==> src/rtl/axi_req_arbiter_if.sv <==
// Requester-side and AXI-side signal bundle for axi_req_arbiter.
// master: the arbiter's view; slave: the requesters plus the AXI fabric.
interface axi_req_arbiter_if #(
    parameter int GRLEN = 32
);
    logic             inst_req;
    logic [GRLEN-1:0] inst_addr;
    logic             inst_addr_ok;
    logic             inst_data_ok;
    logic [GRLEN-1:0] inst_rdata;

    logic             data_req;
    logic             data_wr;
    logic [3:0]       data_wstrb;
    logic [GRLEN-1:0] data_addr;
    logic [GRLEN-1:0] data_wdata;
    logic             data_addr_ok;
    logic             data_data_ok;
    logic [GRLEN-1:0] data_rdata;
    logic             resp_err;

    logic [3:0]       arid;
    logic [GRLEN-1:0] araddr;
    logic             arvalid;
    logic             arready;

    logic [3:0]       rid;
    logic [GRLEN-1:0] rdata;
    logic [1:0]       rresp;
    logic             rlast;
    logic             rvalid;
    logic             rready;

    logic [GRLEN-1:0] awaddr;
    logic             awvalid;
    logic             awready;

    logic [GRLEN-1:0] wdata;
    logic [3:0]       wstrb;
    logic             wlast;
    logic             wvalid;
    logic             wready;

    logic [1:0]       bresp;
    logic             bvalid;
    logic             bready;

    modport master (
        input  inst_req, inst_addr, data_req, data_wr, data_wstrb, data_addr, data_wdata,
        output inst_addr_ok, inst_data_ok, inst_rdata,
        output data_addr_ok, data_data_ok, data_rdata, resp_err,
        output arid, araddr, arvalid, input arready,
        input  rid, rdata, rresp, rlast, rvalid, output rready,
        output awaddr, awvalid, input awready,
        output wdata, wstrb, wlast, wvalid, input wready,
        input  bresp, bvalid, output bready
    );

    modport slave (
        output inst_req, inst_addr, data_req, data_wr, data_wstrb, data_addr, data_wdata,
        input  inst_addr_ok, inst_data_ok, inst_rdata,
        input  data_addr_ok, data_data_ok, data_rdata, resp_err,
        input  arid, araddr, arvalid, output arready,
        output rid, rdata, rresp, rlast, rvalid, input rready,
        input  awaddr, awvalid, output awready,
        input  wdata, wstrb, wlast, wvalid, output wready,
        output bresp, bvalid, input bready
    );
endinterface

==> src/rtl/axi_req_arbiter.sv <==
// Single-outstanding AXI sequencer sharing one port between IFU and LSU (LSU priority).
// Define AXI_ARB_STARVE_EN to force an IFU grant after STARVE_MAX back-to-back LSU grants.
module axi_req_arbiter #(
    parameter int GRLEN      = 32,
    parameter int STARVE_MAX = 4
) (
    input  logic              aclk,
    input  logic              aresetn,
    axi_req_arbiter_if.master bus
);
    typedef enum logic [2:0] {
        S_IDLE, S_RD_ADDR, S_RD_DATA, S_WR_ADDR, S_WR_RESP
    } state_t;

    state_t           r_state, w_state_nxt;
    logic [GRLEN-1:0] r_addr;
    logic [GRLEN-1:0] r_wdata;
    logic [3:0]       r_wstrb;
    logic             r_owner;      // 1: LSU owns the bus
    logic             r_aw_done;
    logic             r_w_done;

    logic w_idle, w_force_ifu, w_gnt_lsu, w_gnt_ifu;
    logic w_aw_hs, w_w_hs, w_wr_addr_done;
    logic w_rd_fin, w_wr_fin;
    logic w_unused;

    assign w_unused = ^{bus.rid, bus.rlast, 1'(STARVE_MAX)};

`ifdef AXI_ARB_STARVE_EN
    logic [2:0] r_starve;

    assign w_force_ifu = bus.inst_req && (r_starve == 3'(STARVE_MAX));

    always_ff @(posedge aclk) begin
        if (!aresetn)
            r_starve <= 3'd0;
        else if (w_gnt_ifu)
            r_starve <= 3'd0;
        else if (w_gnt_lsu && bus.inst_req && r_starve != 3'd7)
            r_starve <= r_starve + 3'd1;
    end
`else
    assign w_force_ifu = 1'b0;
`endif

    // Grants are gated by reset so nothing is accepted while the FSM is being cleared.
    assign w_idle    = (r_state == S_IDLE) && aresetn;
    assign w_gnt_lsu = w_idle && bus.data_req && !w_force_ifu;
    assign w_gnt_ifu = w_idle && bus.inst_req && !w_gnt_lsu;

    assign w_aw_hs        = bus.awvalid && bus.awready;
    assign w_w_hs         = bus.wvalid && bus.wready;
    assign w_wr_addr_done = (r_aw_done || w_aw_hs) && (r_w_done || w_w_hs);

    assign w_rd_fin = (r_state == S_RD_DATA) && bus.rvalid && aresetn;
    assign w_wr_fin = (r_state == S_WR_RESP) && bus.bvalid && aresetn;

    always_ff @(posedge aclk) begin
        if (!aresetn) begin
            r_state   <= S_IDLE;
            r_addr    <= '0;
            r_wdata   <= '0;
            r_wstrb   <= 4'd0;
            r_owner   <= 1'b0;
            r_aw_done <= 1'b0;
            r_w_done  <= 1'b0;
        end else begin
            r_state <= w_state_nxt;
            if (w_gnt_lsu || w_gnt_ifu) begin
                r_owner <= w_gnt_lsu;
                r_addr  <= w_gnt_lsu ? bus.data_addr : bus.inst_addr;
                r_wdata <= bus.data_wdata;
                r_wstrb <= bus.data_wstrb;
            end
            if (r_state == S_WR_ADDR) begin
                if (w_wr_addr_done) begin
                    r_aw_done <= 1'b0;
                    r_w_done  <= 1'b0;
                end else begin
                    r_aw_done <= r_aw_done || w_aw_hs;
                    r_w_done  <= r_w_done || w_w_hs;
                end
            end
        end
    end

    always_comb begin
        w_state_nxt = r_state;
        case (r_state)
            S_IDLE: begin
                if (w_gnt_lsu)
                    w_state_nxt = bus.data_wr ? S_WR_ADDR : S_RD_ADDR;
                else if (w_gnt_ifu)
                    w_state_nxt = S_RD_ADDR;
            end
            S_RD_ADDR: if (bus.arvalid && bus.arready) w_state_nxt = S_RD_DATA;
            S_RD_DATA: if (bus.rvalid) w_state_nxt = S_IDLE;
            S_WR_ADDR: if (w_wr_addr_done) w_state_nxt = S_WR_RESP;
            S_WR_RESP: if (bus.bvalid) w_state_nxt = S_IDLE;
            default:   w_state_nxt = S_IDLE;
        endcase
    end

    always_comb begin
        bus.inst_addr_ok = w_gnt_ifu;
        bus.data_addr_ok = w_gnt_lsu;

        bus.arid    = {3'd0, r_owner};
        bus.araddr  = r_addr;
        bus.arvalid = (r_state == S_RD_ADDR);
        bus.rready  = (r_state == S_RD_DATA);

        bus.awaddr  = r_addr;
        bus.awvalid = (r_state == S_WR_ADDR) && !r_aw_done;
        bus.wdata   = r_wdata;
        bus.wstrb   = r_wstrb;
        bus.wlast   = 1'b1;
        bus.wvalid  = (r_state == S_WR_ADDR) && !r_w_done;
        bus.bready  = (r_state == S_WR_RESP);

        bus.inst_data_ok = w_rd_fin && !r_owner;
        bus.data_data_ok = (w_rd_fin && r_owner) || w_wr_fin;
        bus.inst_rdata   = bus.inst_data_ok ? bus.rdata : '0;
        bus.data_rdata   = bus.data_data_ok ? bus.rdata : '0;
        bus.resp_err     = (w_rd_fin && (bus.rresp != 2'd0)) ||
                           (w_wr_fin && (bus.bresp != 2'd0));
    end
endmodule

==> src/flat_wrapper.sv <==
// flat-port wrapper written by rule: the top's interface ports become plain ports
module axi_req_arbiter_flat 
#(
    parameter int GRLEN      = 32,
    parameter int STARVE_MAX = 4
)
  (aclk, aresetn, bus_inst_req, bus_inst_addr, bus_data_req, bus_data_wr, bus_data_wstrb, bus_data_addr, bus_data_wdata, bus_inst_addr_ok, bus_inst_data_ok, bus_inst_rdata, bus_data_addr_ok, bus_data_data_ok, bus_data_rdata, bus_resp_err, bus_arid, bus_araddr, bus_arvalid, bus_arready, bus_rid, bus_rdata, bus_rresp, bus_rlast, bus_rvalid, bus_rready, bus_awaddr, bus_awvalid, bus_awready, bus_wdata, bus_wstrb, bus_wlast, bus_wvalid, bus_wready, bus_bresp, bus_bvalid, bus_bready);
  axi_req_arbiter_if #(.GRLEN(GRLEN)) bus_i ();
  input  logic aclk;
  input  logic aresetn;
  input wire logic [$bits(bus_i.inst_req)-1:0] bus_inst_req;
  input wire logic [$bits(bus_i.inst_addr)-1:0] bus_inst_addr;
  input wire logic [$bits(bus_i.data_req)-1:0] bus_data_req;
  input wire logic [$bits(bus_i.data_wr)-1:0] bus_data_wr;
  input wire logic [$bits(bus_i.data_wstrb)-1:0] bus_data_wstrb;
  input wire logic [$bits(bus_i.data_addr)-1:0] bus_data_addr;
  input wire logic [$bits(bus_i.data_wdata)-1:0] bus_data_wdata;
  output wire logic [$bits(bus_i.inst_addr_ok)-1:0] bus_inst_addr_ok;
  output wire logic [$bits(bus_i.inst_data_ok)-1:0] bus_inst_data_ok;
  output wire logic [$bits(bus_i.inst_rdata)-1:0] bus_inst_rdata;
  output wire logic [$bits(bus_i.data_addr_ok)-1:0] bus_data_addr_ok;
  output wire logic [$bits(bus_i.data_data_ok)-1:0] bus_data_data_ok;
  output wire logic [$bits(bus_i.data_rdata)-1:0] bus_data_rdata;
  output wire logic [$bits(bus_i.resp_err)-1:0] bus_resp_err;
  output wire logic [$bits(bus_i.arid)-1:0] bus_arid;
  output wire logic [$bits(bus_i.araddr)-1:0] bus_araddr;
  output wire logic [$bits(bus_i.arvalid)-1:0] bus_arvalid;
  input wire logic [$bits(bus_i.arready)-1:0] bus_arready;
  input wire logic [$bits(bus_i.rid)-1:0] bus_rid;
  input wire logic [$bits(bus_i.rdata)-1:0] bus_rdata;
  input wire logic [$bits(bus_i.rresp)-1:0] bus_rresp;
  input wire logic [$bits(bus_i.rlast)-1:0] bus_rlast;
  input wire logic [$bits(bus_i.rvalid)-1:0] bus_rvalid;
  output wire logic [$bits(bus_i.rready)-1:0] bus_rready;
  output wire logic [$bits(bus_i.awaddr)-1:0] bus_awaddr;
  output wire logic [$bits(bus_i.awvalid)-1:0] bus_awvalid;
  input wire logic [$bits(bus_i.awready)-1:0] bus_awready;
  output wire logic [$bits(bus_i.wdata)-1:0] bus_wdata;
  output wire logic [$bits(bus_i.wstrb)-1:0] bus_wstrb;
  output wire logic [$bits(bus_i.wlast)-1:0] bus_wlast;
  output wire logic [$bits(bus_i.wvalid)-1:0] bus_wvalid;
  input wire logic [$bits(bus_i.wready)-1:0] bus_wready;
  input wire logic [$bits(bus_i.bresp)-1:0] bus_bresp;
  input wire logic [$bits(bus_i.bvalid)-1:0] bus_bvalid;
  output wire logic [$bits(bus_i.bready)-1:0] bus_bready;
  assign bus_i.inst_req = bus_inst_req;
  assign bus_i.inst_addr = bus_inst_addr;
  assign bus_i.data_req = bus_data_req;
  assign bus_i.data_wr = bus_data_wr;
  assign bus_i.data_wstrb = bus_data_wstrb;
  assign bus_i.data_addr = bus_data_addr;
  assign bus_i.data_wdata = bus_data_wdata;
  assign bus_inst_addr_ok = bus_i.inst_addr_ok;
  assign bus_inst_data_ok = bus_i.inst_data_ok;
  assign bus_inst_rdata = bus_i.inst_rdata;
  assign bus_data_addr_ok = bus_i.data_addr_ok;
  assign bus_data_data_ok = bus_i.data_data_ok;
  assign bus_data_rdata = bus_i.data_rdata;
  assign bus_resp_err = bus_i.resp_err;
  assign bus_arid = bus_i.arid;
  assign bus_araddr = bus_i.araddr;
  assign bus_arvalid = bus_i.arvalid;
  assign bus_i.arready = bus_arready;
  assign bus_i.rid = bus_rid;
  assign bus_i.rdata = bus_rdata;
  assign bus_i.rresp = bus_rresp;
  assign bus_i.rlast = bus_rlast;
  assign bus_i.rvalid = bus_rvalid;
  assign bus_rready = bus_i.rready;
  assign bus_awaddr = bus_i.awaddr;
  assign bus_awvalid = bus_i.awvalid;
  assign bus_i.awready = bus_awready;
  assign bus_wdata = bus_i.wdata;
  assign bus_wstrb = bus_i.wstrb;
  assign bus_wlast = bus_i.wlast;
  assign bus_wvalid = bus_i.wvalid;
  assign bus_i.wready = bus_wready;
  assign bus_i.bresp = bus_bresp;
  assign bus_i.bvalid = bus_bvalid;
  assign bus_bready = bus_i.bready;
  axi_req_arbiter #(.GRLEN(GRLEN), .STARVE_MAX(STARVE_MAX)) u_core (.aclk(aclk), .aresetn(aresetn), .bus(bus_i));
endmodule
==> config.mk <==
export PLATFORM = sky130hd
export DESIGN_NAME = axi_req_arbiter_flat
export DESIGN_NICKNAME = d
export VERILOG_FILES = /design/src/rtl/axi_req_arbiter_if.sv /design/src/rtl/axi_req_arbiter.sv /design/src/flat_wrapper.sv
export SDC_FILE = /design/constraint.sdc
export NUM_CORES = 1
export LEC_CHECK = 0
export BUFFER_PORTS_ARGS = -buffer_cell sky130_fd_sc_hd__buf_2
export CORE_AREA = 2 2 129 131
export DETAILED_ROUTE_END_ITERATION = 7
export DIE_AREA = 0 0 131 133
export GPL_ROUTABILITY_DRIVEN = 0
export PLACE_DENSITY_LB_ADDON = 0.25
export RECOVER_POWER = 50
export SETUP_SLACK_MARGIN = 0.02
export SLEW_MARGIN = 20
export SYNTH_ARGS = -nofsm -noshare
export SYNTH_HDL_FRONTEND = slang
export SYNTH_SLANG_ARGS = --single-unit
==> constraint.sdc <==
create_clock -name aclk -period 3.4 [get_ports aclk]
set_input_delay 0 -clock aclk [delete_from_list [all_inputs] [get_ports aclk]]
set_output_delay 0 -clock aclk [all_outputs]
set_load 0.01 [all_outputs]
## After elaboration in Yosys (flattened, before gate mapping)

Cells that the tools add are included.

| storage, ports and cells | value |
|---|---|
| register bits | 74 |
| bits in writable memories | 0 |
| bits of input ports | 151 |
| bits in latches | 0 |
| memory bits (read-only) | 0 |
| memories kept | 0 |
| logic and storage cells | 60 |

| operators by class | value |
|---|---|
| bitwise logic cells | 0 |
| $add $sub $neg | 0 |
| eq/ne operators | 9 |
| multiplexer cells | 13 |
| reductions and logical operators | 31 |
| shift operators | 0 |
| divide/modulo/power cells | 0 |
| magnitude comparators | 0 |
| multiply operators | 0 |

Operator list:

| operator | count |
|---|---|
| 32-bit 2-to-1 mux | 3 |
| 1-bit logical AND | 18 |
| 3-bit 2-to-1 mux | 6 |
| 3-bit case mux with 5 select lines | 1 |
| 3-bit by 2-bit == test with 1-bit output (second input constant) | 2 |
| 2-bit inequality test (second input constant) | 3 |
| 1-bit logical OR | 5 |
| 5-bit AND reduction | 1 |
| 1-bit zero test | 4 |
| 2-bit nonzero test | 2 |
| 3-bit by 1-bit == test with 1-bit output (second input constant) | 1 |
| 3-bit == test (second input constant) | 1 |
| 3-bit zero test | 1 |
| 3-bit by 1-bit inequality test with 1-bit output (second input constant) | 1 |
| 1-bit 2-to-1 mux | 2 |
| 2-bit 2-to-1 mux | 1 |
| 2-bit by 1-bit inequality test with 1-bit output (second input constant) | 1 |

## Logic depth before layout (Yosys ltp)

Gate-level depths: netlist of run 1.

| depth | value |
|---|---|
| depth after elaboration | 8 |
| mapped depth | 6 |
| gate-level depth less buffers | 4 |

## Least setup slack after synthesis of run 1

Ideal clock, no wire load.

| timing | value |
|---|---|
| kind | register to register |
| start | register u_core.r_state[2] |
| end | register u_core.r_addr[0] (netlist: u_core.bus.araddr[0]) |
| buffers on the path | 2 |
| stages on the path, launching flop included | 7 |
| required time | 3264 ps |
| clock period less this slack | 1390 ps |
| arrival | 1254 ps |
| setup slack | 2010 ps |
| cells stage by stage | dfxtp_1 -> nor4b_4 -> nand2_1 -> clkbuf_1 -> buf_2 -> o21ai_1 -> a31oi_1 |

| on the way | value |
|---|---|
| longest elaborated chain between the ends | 6 |

RTL lines:

| what | RTL line | text |
|---|---|---|
| from (decl) | axi_req_arbiter.sv:15 | `state_t r_state, w_state_nxt;` |
| from (signal assigned) | axi_req_arbiter.sv:69 | `r_state <= w_state_nxt;` |
| 3-bit zero test * | axi_req_arbiter.sv:48 | `assign w_idle = (r_state == S_IDLE) && aresetn;` |
| 1-bit logical AND * | axi_req_arbiter.sv:48 |  |
| 1-bit logical AND | axi_req_arbiter.sv:49 | `assign w_gnt_lsu = w_idle && bus.data_req && !w_force_ifu;` |
| 1-bit zero test | axi_req_arbiter.sv:50 | `assign w_gnt_ifu = w_idle && bus.inst_req && !w_gnt_lsu;` |
| 1-bit logical AND | axi_req_arbiter.sv:50 |  |
| 1-bit logical OR | axi_req_arbiter.sv:70 | `if (w_gnt_lsu \|\| w_gnt_ifu) begin` |
| to (signal assigned) | axi_req_arbiter.sv:72 | `r_addr <= w_gnt_lsu ? bus.data_addr : bus.inst_addr;` |
| to (decl) | axi_req_arbiter.sv:16 | `logic [GRLEN-1:0] r_addr;` |

Every way passes the cells marked *; elsewhere a longest branch is shown, timed or not.
A chain may end at the register's enable or synchronous reset.

## Final worst setup path of run 1

| timing | value |
|---|---|
| start | register u_core.r_state[2] |
| end | register u_core.r_addr[24] (netlist: u_core.bus.araddr[24]) |

The elaborated chain is that of the path after synthesis.

==> metrics.yaml, run 1 <==
gr-usage-all-layers_pct: 14.9
top_layer_used: "met4"
cts_tree: "built"
clock_latency_ns: 0.33
yosysUniqueCellTypes: 33
hold_path_depth: 3
violations: "capacitance limit, slew limit"
slowest_delay_ns: 0.60
drive_gt1_share_pct: 27.5
ys.flop_type: "dfxtp_1"
grt_max_degree: 67
grt_pass1_wl_mm: 20.6
rsz0062_at_grt: "no"
ys_ff_latch: 74
drt_wl_total_mm: 14.0
cp-end-kind: "register"
outcome: "finished with violations"
clock_tree.root_cell: "clkbuf_16"
synth_top_area_cell: "dfxtp_1"
synth-edff-count: 0
cpMostUsedCell: "nand2_1"
vias: 4539
seq_power_share_pct: 37.2
hold_path.class: "input pin to register"
final_max_slew_viol_count: 37
crit_chain: "nor4b_4 -> nand2_1 -> buf_4 -> nand2_1 -> a31oi_1 -> dlygate4sd3_1"
p_switching_w: 0.000894
p_leak_nw: 3.01
cap_violations: 1
overflow: 0
hp-start: "bus_bvalid"
die_w_um: 131
num_antenna_cells: 0
synth_common_cells: "nand2_1, dfxtp_1, and2_1"
synth_seq_area_share_pct: 38.9
cts.sinks: 74
power.density_mw_per_mm2: 442
r2r_end: "u_core.bus.araddr[24]$_SDFFE_PN0P_"
synth-warning-count: 0
slew_headroom_pct: -4.60
avgSynthCellArea_sq_um: 7.58
power.total_w: 0.00288
synth_most_common_cell: "nand2_1"
setup_violations: 0
post-route-min-period_ns: 2.62
drt-pass1-iter-count: 4
wl_met3_um: 910
tightest_slew_ns: 1.57
antenna_left: 0
die_h_um: 133
cts.clk_slew.worst_paths_ns: 0.06
r2r_slack_ns: 0.78
synth_area_leaders: "dfxtp_1, nand2_1, and2_1, buf_4, a21boi_1"
place_ws_ns: 1.20
netlist_instances: 503
crit_arrival_ns: 2.84
ctsResizeCount: 0
cp_slowest_cell: "dlygate4sd3_1"
clock_path_buffers: 2
combPwrFrac_pct: 27.5
routedWlPerCell_um: 12.7
port_buffers: 320
row_count: 47
hpwl_mm: 9.63
dieArea_sq_mm: 0.0174
io_pins: 330
rr_startpoint: "u_core.r_state[2]$_SDFFE_PN0P_"
fp.coreArea_sq_mm: 0.0162
cp-startpoint: "u_core.r_state[2]$_SDFFE_PN0P_"
drt_iter0_markers: 148
finalCritPeriodShare_pct: 77.0
via_per_inst: 4.15
syn_area_sq_mm: 0.00381
numCtsBuffers: 9
initial_core_util_pct: 23.6
hold_ws_ns: 0.0727
cp_top_family: "simple AND/OR/NAND/NOR gates"
grt_pass1_vias: 4132
synthArstFlopShare_pct: 0
fin_tns_setup_ns: 0
hold_path_end: "u_core.r_state[2]$_SDFFE_PN0P_"
cp.required_ns: 3.62
crit_type: "register to register"
critical_path_buf_inv_count: 2
cts.htree.levels: 3
internal_power_w: 0.00199
ir_drop_v: 0.000250
worst_slack_ns: 0.781
clkPwrFrac_pct: 35.3
fmax_ghz: 0.382
wl_met2_mm: 6.59
grt_antenna_before_repair: 0
ff2ff_path_depth: 6
startpoint_type: "register"
met1Wirelength_mm: 6.35
hold_violations: 0
fin_skew_ns: 0.00343
swShare_pct: 31.0
critical_path.max_fanout: 19
yosysTopAreaCellShare_pct: 38.9
nNetsFinal: 1022
drc: 0
synthToLayoutAreaGrowth_pct: 70.9
cell families (layout without fill, tap and decap cells):
| logic type | Yosys count | count (layout) | share of synthesized area [%] |
|---|---|---|---|
| mux | 1 | 1 | 0.263 |
| other cells | 2 | 4 | 0.197 |
| buf+inv | 77 | 447 | 12.2 |
| simple gates | 232 | 232 | 29.1 |
| compound gates | 117 | 117 | 19.3 |
| flops | 74 | 74 | 38.9 |
worst reg2reg max path, cell delays in order, from the launching register on:
cell	delay (ns)
dfxtp_1	0.45
nor4b_4	0.46
nand2_1	0.46
buf_4	0.38
nand2_1	0.09
a31oi_1	0.08
dlygate4sd3_1	0.60
state kept, by name, indices dropped and copies added (netlist names):
name,cells
u_core.r_state,3
u_core.r_aw_done,1
u_core.bus.araddr,32
u_core.bus.wstrb,4
u_core.bus.wdata,32
u_core.r_w_done,1
u_core.r_owner,1
layout make-up:
class | count | area (sq um)
inverters | 2 | 7.51
well taps | 220 | 275
fillers | 1696 | 9660
clock buffers | 9 | 225
multi-input cells | 354 | 1890
clock inverters | 6 | 90.1
repair buffers | 430 | 2550
flip-flops and latches | 74 | 1480
placed cells by master (no fill, tap or decap), drive strengths merged:
cell,count
dlygate4sd3,103
buf,220
clkbuf,116
a31oi,32
clkinvlp,1
conb,4
nand3b,2
and2,66
o2111ai,1
nor4b,3
o21a,2
a311oi,1
nor3,1
nand3,2
and3b,1
or3b,1
a32o,1
bufinv,2
and2b,1
o21ai,40
nor2,9
a21boi,36
inv,3
nor4,1
mux2i,1
nand2,142
a31o,1
nor2b,2
nor3b,1
a21oi,3
clkinv,2
dfxtp,74
repair_timing:
item                      in CTS  in global routing
hold endpoints to repair      70                  0
hold buffers                 103                  0
buffers inserted               0                  0
through the flow:
step / cell area, sq um / util, % / instances
detailed placement: 5300 / 32.8 / 977
CTS: 6650 / 41.1 / 1095
global route: 6510 / 40.3 / 1095
floorplan: 3820 / - / 505
global placement: 5300 / 32.8 / 977
finish: 6510 / 40.3 / 1095
power by group through the flow:
| stage | combinational [W] | sequential (W) | clock [W] |
|---|---|---|---|
| finish | 0.000793 | 0.00107 | 0.00102 |
| CTS | 0.000845 | 0.00106 | 0.00107 |
| global route | 0.000882 | 0.00108 | 0.00109 |
| global placement | 0.000708 | 0.00108 | 0 |
| floorplan | 0.000431 | 0.00111 | 0 |
| detailed placement | 0.000708 | 0.00108 | 0 |
per-layer routing:
| layer | up-vias | global-route usage [%] |
|---|---|---|
| met5 | - | 0 |
| met4 | 0 | 3.19 |
| met3 | 7 | 4.89 |
| met2 | 157 | 24.0 |
| met1 | 2024 | 19.5 |
| li1 | 2351 | - |
worst max path at each step:
stage / cells past startpoint / endpoint / slack (ns)
2_1_floorplan: 6 / u_core.bus.araddr[0]$_SDFFE_PN0P_ / 2.01
3_3_place_gp: 5 / bus_data_rdata[9] / 1.18
3_5_place_dp: 5 / bus_data_rdata[9] / 1.20
4_1_cts: 6 / u_core.bus.araddr[20]$_SDFFE_PN0P_ / 0.71
5_1_grt: 6 / u_core.bus.araddr[23]$_SDFFE_PN0P_ / 0.54
6_report: 6 / u_core.bus.araddr[24]$_SDFFE_PN0P_ / 0.78
Note: power is estimated with default switching activity, not from simulation.
==> run 2: changes to the inputs <==
CORE_AREA = 2 2 128 130   (was 2 2 129 131)
DIE_AREA = 0 0 130 132   (was 0 0 131 133)
clock period = 2.2 ns   (was 3.4 ns; I/O delays follow)
==> run 2 against run 1 <==
Wire length grew 5.7%. Non-clock buffer count grew 2. Clock-buffer cell count is the same. Clock power grew 54%. Global-route usage grew 1.4 points. Critical path depth shrank 1. Via count grew 3.3%. The run now ends clean. Utilization grew 1.3 points.
==> metrics.yaml, run 2 (synthesis results as in run 1) <==
fin_skew_ns: 0.00207
crit_type: "register to output port"
numCtsBuffers: 9
row_count: 46
drive_gt1_share_pct: 28.2
final_max_slew_viol_count: 0
ir_drop_v: 0.000391
grt_antenna_before_repair: 0
cts.htree.levels: 3
rsz0062_at_grt: "no"
io_pins: 330
power.density_mw_per_mm2: 675
dieArea_sq_mm: 0.0172
cp-end-kind: "output port"
drt_wl_total_mm: 14.8
seq_power_share_pct: 37.4
port_buffers: 320
cts.sinks: 74
p_leak_nw: 2.97
clock_latency_ns: 0.34
routedWlPerCell_um: 13.5
synthToLayoutAreaGrowth_pct: 71.4
fp.coreArea_sq_mm: 0.0157
cp.required_ns: 2.20
cts.clk_slew.worst_paths_ns: 0.06
fin_util_pct: 41.6
nNetsFinal: 1024
drc: 0
p_switching_w: 0.00139
vias: 4689
setup_violations: 0
fillers: 1663
clock_tree.root_cell: "clkbuf_16"
critical_path.max_fanout: 33
num_antenna_cells: 0
drt-pass1-iter-count: 4
ff_latch_area_sq_mm: 0.00148
drt_iter0_markers: 191
cap_violations: 0
fin_tns_setup_ns: 0
via_per_inst: 4.29
clock_path_buffers: 2
internal_power_w: 0.00302
slew_headroom_pct: 57.7
grt_pass1_vias: 4279
crit_arrival_ns: 2.02
layout_commonest_cell: "buf_2"
swShare_pct: 31.5
grt_max_degree: 67
tightest_slew_ns: 0.635
multi_input_comb_area_sq_mm: 0.00188
post-route-min-period_ns: 2.02
clkPwrFrac_pct: 35.7
hold_path.class: "input pin to register"
post_cts_buffers: 0
finalCritPeriodShare_pct: 92.0
fmax_ghz: 0.494
antenna_left: 0
startpoint_type: "register"
overflow: 0
grt_pass1_wl_mm: 22.4
hold_violations: 0
initial_core_util_pct: 24.3
outcome: "complete, no violations"
gr-usage-all-layers_pct: 16.4
cts_tree: "built"
combPwrFrac_pct: 26.9
hpwl_mm: 9.95
die_w_um: 130
die_h_um: 132
final_cell_mix: "buf_2, nand2_1, clkbuf_1"
==> run 2: cell count changes in the layout (fill, tap and decap cells not counted), moves of 2 or more <==
cell and change:
a21boi_0 +3, a21boi_1 -3, buf_4 +2, clkbuf_1 -2
==> run 2: per-stage QoR <==
stage / instance area (sq um) / hold WS [ns] / std cells / setup slack (ns) / power (W)
final: 6530 / 0.0651 / 1093 / 0.177 / 0.00441
after global routing: 6530 / 0.0775 / 1093 / 0.0506 / 0.00466
after global placement: 5350 / 0.246 / 976 / 0.450 / 0.00280
after CTS: 6680 / 0.0486 / 1093 / 0.129 / 0.00455
after detailed placement: 5350 / 0.246 / 976 / 0.422 / 0.00280
after floorplan: 3820 / 0.0475 / 505 / 0.810 / 0.00237
==> run 2: path summary, 6_finish.rpt <==
kind / startpoint / endpoint / slack (ns) / cells after the start
setup / recovery: u_core.r_state[0]$_SDFFE_PN0P_ / bus_data_rdata[18] / 0.18 / 5
hold / removal: bus_bvalid / u_core.r_state[2]$_SDFFE_PN0P_ / 0.07 / 3
setup reg to reg: u_core.r_state[2]$_SDFFE_PN0P_ / u_core.bus.wdata[5]$_SDFFE_PN0P_ / 0.27 / 5
hold reg to reg: u_core.bus.wdata[27]$_SDFFE_PN0P_ / u_core.bus.wdata[27]$_SDFFE_PN0P_ / 0.45 / 2
==> run 2: metal layers <==
layer | routed length (um) | global-route usage [%] | part of all wire, %
met1 | 6400 | 20.6 | 43
met4 | 197 | 4.72 | 1.3
met5 | 0 | 0 | 0
met2 | 7190 | 27.3 | 49
met3 | 965 | 4.46 | 6.5
==> run 2: critical path: stages (launching register included) <==
cell	delay, ns
dfxtp_1	0.58
and2b_1	0.26
a32o_1	0.26
buf_4	0.21
and2_1	0.22
buf_2	0.15
==> run 2: what timing repair did <==
item | in CTS | in global routing
resized for setup | 0 | 1
endpoints found under the hold margin | 70 | 0
hold buffers | 102 | 0
setup endpoints to repair | 0 | 29
==> run 2: power groups by stage <==
stage / logic [W] / clock network (W) / registers (W)
finish: 0.00118 / 0.00157 / 0.00165
global route: 0.00131 / 0.00168 / 0.00167
CTS: 0.00127 / 0.00164 / 0.00165
detailed placement: 0.00113 / 0 / 0.00167
global placement: 0.00113 / 0 / 0.00167
floorplan: 0.000666 / 0 / 0.00171
==> run 2: area by class of cell <==
class | instances | area share (%)
well taps | 216 | 4.14
clock inverters | 6 | 1.40
multi-input cells | 354 | 28.7
repair buffers | 432 | 39.5
inverters | 2 | 0.115
clock buffers | 9 | 3.45
flip-flops and latches | 74 | 22.7
